**config.mk**
```make
export PLATFORM = sky130hd
export DESIGN_NAME = aes_round_sequencer
export DESIGN_NICKNAME = d
export VERILOG_FILES = /design/src/rtl/aes_round_sequencer.sv
export SDC_FILE = /design/constraint.sdc
export NUM_CORES = 1
export LEC_CHECK = 0
export ABC_CLOCK_PERIOD_IN_PS = 4600
export BUFFER_PORTS_ARGS = -buffer_cell sky130_fd_sc_hd__buf_2
export CAP_MARGIN = 20
export CORE_UTILIZATION = 35
export CTS_CLUSTER_SIZE = 40
export DETAILED_ROUTE_END_ITERATION = 10
export GPL_ROUTABILITY_DRIVEN = 0
export GPL_TIMING_DRIVEN = 0
export HOLD_SLACK_MARGIN = 0.03
export PLACE_DENSITY = 0.61
export SYNTH_ARGS = -nofsm -noshare
export SYNTH_HDL_FRONTEND = slang
export SYNTH_SLANG_ARGS = --single-unit
```
**constraint.sdc**
```tcl
create_clock -name clk -period 4.6 [get_ports clk]
set_clock_uncertainty 0.1 [all_clocks]
set_input_delay 0.23 -clock clk [delete_from_list [all_inputs] [get_ports clk]]
set_output_delay 0.23 -clock clk [all_outputs]
set_load 0.005 [all_outputs]
```
**src/rtl/aes_round_sequencer.sv**
```systemverilog
// -----------------------------------------------------------------------------
// aes_round_sequencer
//
// Control FSM for an iterative AES-128 encryption datapath. It turns the
// SPI-side `load` level into a load / run / done sequence. During run it steps
// rounds 1..10. Each round issues the sbox addresses, waits SBOX_LAT cycles for
// the sbox data, and then commits one round update. The round constant for
// on-the-fly key expansion is generated here as well.
//
// Parameters
//   SBOX_LAT  cycles from sbox address to sbox data (0..3)
//
// Ports
//   clk       system clock, all state on posedge
//   reset     asynchronous, active-high reset
//   load      SPI load level; its falling edge starts encryption
//   load_en   datapath captures state <= pt ^ key, roundkey <= key
//   sb_issue  sbox addresses valid this cycle
//   upd_en    datapath commits one round (SB, SR, MC?, ARK, next key)
//   mc_en     mixcolumns applied on this update (not in the last round)
//   rcon      round constant for the current key-expansion step
//   round     current round number 0..10
//   ct_we     one-cycle pulse, ciphertext in state register next cycle
//   done      encryption complete, held until the next load
// -----------------------------------------------------------------------------
module aes_round_sequencer #(
    parameter int SBOX_LAT = 1
) (
    input  logic       clk,
    input  logic       reset,
    input  logic       load,
    output logic       load_en,
    output logic       sb_issue,
    output logic       upd_en,
    output logic       mc_en,
    output logic [7:0] rcon,
    output logic [3:0] round,
    output logic       ct_we,
    output logic       done
);

    localparam logic [1:0] LAT        = 2'(SBOX_LAT);
    localparam logic [3:0] LAST_ROUND = 4'd10;

    typedef enum logic [1:0] {
        IDLE = 2'd0,
        LOAD = 2'd1,
        RUN  = 2'd2,
        DONE = 2'd3
    } state_t;

    state_t     state_q, state_d;
    logic [3:0] round_q, round_d;
    logic [1:0] phase_q, phase_d;
    logic [7:0] rcon_q,  rcon_d;

    // GF(2^8) multiply by x, reduced by the AES polynomial.
    function automatic logic [7:0] xtime(input logic [7:0] r);
        return {r[6:0], 1'b0} ^ (r[7] ? 8'h1b : 8'h00);
    endfunction

    always_ff @(posedge clk or posedge reset) begin
        if (reset) begin
            state_q <= IDLE;
            round_q <= 4'd0;
            phase_q <= 2'd0;
            rcon_q  <= 8'h00;
        end else begin
            state_q <= state_d;
            round_q <= round_d;
            phase_q <= phase_d;
            rcon_q  <= rcon_d;
        end
    end

    always_comb begin
        state_d = state_q;
        round_d = round_q;
        phase_d = phase_q;
        rcon_d  = rcon_q;
        case (state_q)
            IDLE: begin
                if (load) begin
                    state_d = LOAD;
                    round_d = 4'd0;
                    phase_d = 2'd0;
                    rcon_d  = 8'h00;
                end
            end
            LOAD: begin
                round_d = 4'd0;
                phase_d = 2'd0;
                rcon_d  = 8'h00;
                if (!load) begin
                    state_d = RUN;
                    round_d = 4'd1;
                    rcon_d  = 8'h01;
                end
            end
            RUN: begin
                if (round_q == 4'd0 || round_q > LAST_ROUND || phase_q > LAT) begin
                    // Counter encodings outside the legal run range.
                    state_d = IDLE;
                    round_d = 4'd0;
                    phase_d = 2'd0;
                    rcon_d  = 8'h00;
                end else if (load) begin
                    // Abort: the reload in LOAD overwrites whatever the
                    // datapath committed this cycle.
                    state_d = LOAD;
                    round_d = 4'd0;
                    phase_d = 2'd0;
                    rcon_d  = 8'h00;
                end else if (phase_q == LAT) begin
                    phase_d = 2'd0;
                    if (round_q == LAST_ROUND) begin
                        // round and rcon stay at 10 / 36 through DONE.
                        state_d = DONE;
                    end else begin
                        round_d = round_q + 4'd1;
                        rcon_d  = xtime(rcon_q);
                    end
                end else begin
                    phase_d = phase_q + 2'd1;
                end
            end
            DONE: begin
                if (load) begin
                    state_d = LOAD;
                    round_d = 4'd0;
                    phase_d = 2'd0;
                    rcon_d  = 8'h00;
                end
            end
            default: begin
                state_d = IDLE;
                round_d = 4'd0;
                phase_d = 2'd0;
                rcon_d  = 8'h00;
            end
        endcase
    end

    // Outputs decode registered state only; load never reaches them directly.
    logic in_run;
    assign in_run   = (state_q == RUN);
    assign load_en  = (state_q == LOAD);
    assign done     = (state_q == DONE);
    assign sb_issue = in_run && (phase_q == 2'd0);
    assign upd_en   = in_run && (phase_q == LAT);
    assign mc_en    = upd_en && (round_q != LAST_ROUND);
    assign ct_we    = upd_en && (round_q == LAST_ROUND);
    assign round    = round_q;
    assign rcon     = rcon_q;

endmodule

```
==> impl_metrics.env <==
export IMPL_run_status="finished clean"
export IMPL_drt_wl_total_mm=2.238
export IMPL_cp_slowest_stage_delay_ps=430
export IMPL_drive_above_1_share_pct=26.09
export IMPL_buffer_ports_inserted=19
export IMPL_finalSetupViolCount=0
export IMPL_syn_cell_area_um2=1044
export IMPL_pin_count_of_the_biggest_net_entering_global_routing=17
export IMPL_vias_in_the_first_global_route=862
export IMPL_critical_path_n_buffers_inverters=1
export IMPL_route_detailed_drc=0
export IMPL_number_of_enable_flip_flop_cells_after_synthesis=0
export IMPL_floorplan_initialDensity_pct=37.52
export IMPL_grt_first_pass_wirelength_mm=4.002
export IMPL_tritoncts_num_buffers=3
export IMPL_setup_worst_path_end="state_q[1]"
export IMPL_number_of_cell_instances_on_the_worst_register_to_register_path=6
export IMPL_timing_final_crit_share_pct=48.08
export IMPL_number_of_primary_i_o_pins=21
export IMPL_cellLeakagePower_nw=0.5783
export IMPL_antenna_found_initial=0
export IMPL_worst_endpoint_required_ps=4670
export IMPL_synth_seq_cells=16
export IMPL_synth_area_leader_cell="sky130_fd_sc_hd__dfrtp_1"
export IMPL_clock_latency_ps=290
export IMPL_dp_cells=164
export IMPL_all_layer_global_routing_usage_pct=16.09
export IMPL_final_instance_count_excl_fill=169
export IMPL_syn_avg_cell_area_um2=9.154
export IMPL_holdCritStartpoint="load"
export IMPL_clkSlewWorstSetupHoldPaths_ps=100
export IMPL_worstSetupStartpointType="flop"
export IMPL_reg2reg_to="state_q[1]"
export IMPL_synth_area_top_cells="sky130_fd_sc_hd__dfrtp_1 38%, sky130_fd_sc_hd__ha_1 8.4%, sky130_fd_sc_hd__inv_1 4.7%"
export IMPL_worstReg2RegStart="state_q[0]"
export IMPL_final_hold_viol_count=0
export IMPL_power_density_nw_per_um2=413.7
export IMPL_layout_area_seq_um2=400.4
export IMPL_worst_margin_pin_slew_ps=618.7
export IMPL_tritoncts="built"
export IMPL_num_rows=19
export IMPL_synth_warning_count=0
export IMPL_timing_setup_critical_path_class="flop to flop"
export IMPL_grt_remaining_overflow=0
export IMPL_timing_hold_worst_class="input port to flop"
export IMPL_viasPerCell=5.254
export IMPL_avgRoutedWirePerCell_um=13.24
export IMPL_final_nets=149
export IMPL_worst_path_dominant_cell_family="compound AO/OA/AOI/OAI gates"
export IMPL_rsz0062_at_grt="no"
export IMPL_vdd_ir_drop_worst_uv=218.1
export IMPL_cts_root_buffer_cell="sky130_fd_sc_hd__clkbuf_4"
export IMPL_slew_limit_headroom_pct=58.71
export IMPL_multi_input_area_um2=565.5
export IMPL_h_tree_depth=1
export IMPL_layout_area_overhead_vs_synth_pct=17.27
export IMPL_crit_path_max_fanout=5
export IMPL_totalNegativeSetupSlack_ps=0
export IMPL_num_vias=888
export IMPL_antennaDiodeCount=0
export IMPL_critical_path_cell_count=6
export IMPL_die_x_extent_um=56.60
export IMPL_nFillCells=266
export IMPL_crit_path_end_kind="flop"
export IMPL_worst_endpoint_arrival_ps=2280
export IMPL_place_hpwl_mm=1.671
export IMPL_placeableCoreArea_um2=2781
export IMPL_cts_path_max_buffers=2
export IMPL_report_final_slew_viol_count=0
export IMPL_crit_slowest_cell="sky130_fd_sc_hd__dfrtp_1"
export IMPL_pre_antenna_drt_iters=4
export IMPL_maxClockFrequency_mhz=452.1
export IMPL_synth_nets=124
export IMPL_ys_flop_type="sky130_fd_sc_hd__dfrtp_1"
export IMPL_synth_seq_area_share_pct=38.37
export IMPL_synthesis_instances=114
export IMPL_mostFrequentLayoutCells="21 x sky130_fd_sc_hd__buf_2, 16 x sky130_fd_sc_hd__dfrtp_1, 13 x sky130_fd_sc_hd__inv_1"
export IMPL_fp_dieH_um=56.60
export IMPL_ff2ff_setup_slack_ps=2390
export IMPL_drtAntennaViolNets=0
export IMPL_post_cts_resize_count=0
export IMPL_cts_num_sinks=16
export IMPL_async_reset_ff_share_pct=100.0
export IMPL_post_route_min_period_ps=2212
export IMPL_die_area_um2=3204
export IMPL_worst_setup_path_startpoint="state_q[0]"
export IMPL_final_common_cell="sky130_fd_sc_hd__buf_2"
export IMPL_path_cells="inv_1, ha_1, or2_2, o32a_1, a21boi_0, o311ai_0"
export IMPL_max_cap_violations=0
export IMPL_synth_top_area_share_pct=38.37
export IMPL_first_iter_violations=26
export IMPL_library_cells_used_by_synthesis=42
synth_stat cells, types with 2 or more instances:
| master | count |
|---|---|
| sky130_fd_sc_hd__clkbuf_1 | 2 |
| sky130_fd_sc_hd__dfrtp_1 | 16 |
| sky130_fd_sc_hd__nor2b_1 | 3 |
| sky130_fd_sc_hd__inv_1 | 13 |
| sky130_fd_sc_hd__o211ai_1 | 2 |
| sky130_fd_sc_hd__xnor2_1 | 3 |
| sky130_fd_sc_hd__a211oi_1 | 2 |
| sky130_fd_sc_hd__or2_2 | 2 |
| sky130_fd_sc_hd__ha_1 | 7 |
| sky130_fd_sc_hd__buf_2 | 2 |
| sky130_fd_sc_hd__or3_1 | 2 |
| sky130_fd_sc_hd__o21ai_0 | 3 |
| sky130_fd_sc_hd__o31ai_1 | 5 |
| sky130_fd_sc_hd__o31ai_2 | 2 |
| sky130_fd_sc_hd__nand2_1 | 11 |
| sky130_fd_sc_hd__nand3_1 | 2 |
| sky130_fd_sc_hd__nor2_1 | 8 |
| sky130_fd_sc_hd__a21oi_1 | 3 |
| sky130_fd_sc_hd__nand2b_1 | 3 |
worst register-to-register path, stage by stage, from the launching register on:
cell	delay, ps
sky130_fd_sc_hd__dfrtp_1	430
sky130_fd_sc_hd__inv_1	60
sky130_fd_sc_hd__ha_1	340
sky130_fd_sc_hd__or2_2	350
sky130_fd_sc_hd__o32a_1	350
sky130_fd_sc_hd__a21boi_0	140
sky130_fd_sc_hd__o311ai_0	330
power breakdown:
part,switching [W],internal [W],total [W]
Clock,0.0000469,0.0000482,0.0000951
Combinational,0.000144,0.0000941,0.000238
Sequential,0.0000169,0.000156,0.000173
flip-flops by register name, summed over array words and instances, names as in the netlist:
register  cells
phase_q       2
rcon          8
state_q       2
round         4
what timing repair did:
item | 4_1_cts | 5_1_grt
hold buffers | 1 | 0
buffers inserted | 0 | 0
hold endpoints to repair | 16 | 0
metal layers:
| metal | share of wire (%) | GRT usage [%] | vias to the layer above |
|---|---|---|---|
| met3 | 3.4 | 2.304 | 3 |
| met4 | 1.2 | 5.226 | 0 |
| met1 | 49 | 22.19 | 418 |
| met2 | 46 | 25.88 | 21 |
| met5 | 0 | 0 | - |
| li1 | - | - | 446 |
cell type report:
type / instances / area share, %
Sequential cell: 16 / 32.72
Buffer: 5 / 2.352
Tap cell: 31 / 3.170
Inverter: 13 / 3.988
Timing Repair Buffer: 20 / 8.589
Multi-Input combinational cell: 80 / 46.22
Clock buffer: 4 / 2.965
kinds of logic (layout without fill, tap and decap cells):
group,Yosys count,after routing,synth area share [%]
AND/OR/NAND/NOR,40,40,20.03
AO/OA/AOI/OAI,30,30,23.26
buffers and inverters,18,42,7.435
flip-flops,16,16,38.37
adder cells (fa/ha/maj),7,7,8.393
XOR/XNOR,3,3,2.518
worst min path at each step:
stage | end | slack [ps] | depth (start not counted)
after floorplan | phase_q[0] | 40 | 1
after global placement | rcon[7] | 240 | 2
after detailed placement | rcon[7] | 240 | 2
after CTS | phase_q[0] | 110 | 2
after global routing | rcon[3] | 120 | 2
final | phase_q[0] | 120 | 2
metrics by stage:
| step | hold WS (ps) | total power, W | util [%] | setup slack, ps | instance area, um^2 |
|---|---|---|---|---|---|
| floorplan | 43.74 | 0.0003511 | - | 2614 | 1044 |
| finish | 121.5 | 0.0005062 | 43.99 | 2388 | 1224 |
| global placement | 238.2 | 0.0004103 | 42.33 | 2469 | 1177 |
| global route | 115.2 | 0.0005509 | 43.99 | 2230 | 1224 |
| CTS | 109.7 | 0.0005116 | 43.99 | 2358 | 1224 |
| detailed placement | 244.5 | 0.0004148 | 42.33 | 2377 | 1177 |
Power figures use the tool's default switching activity.
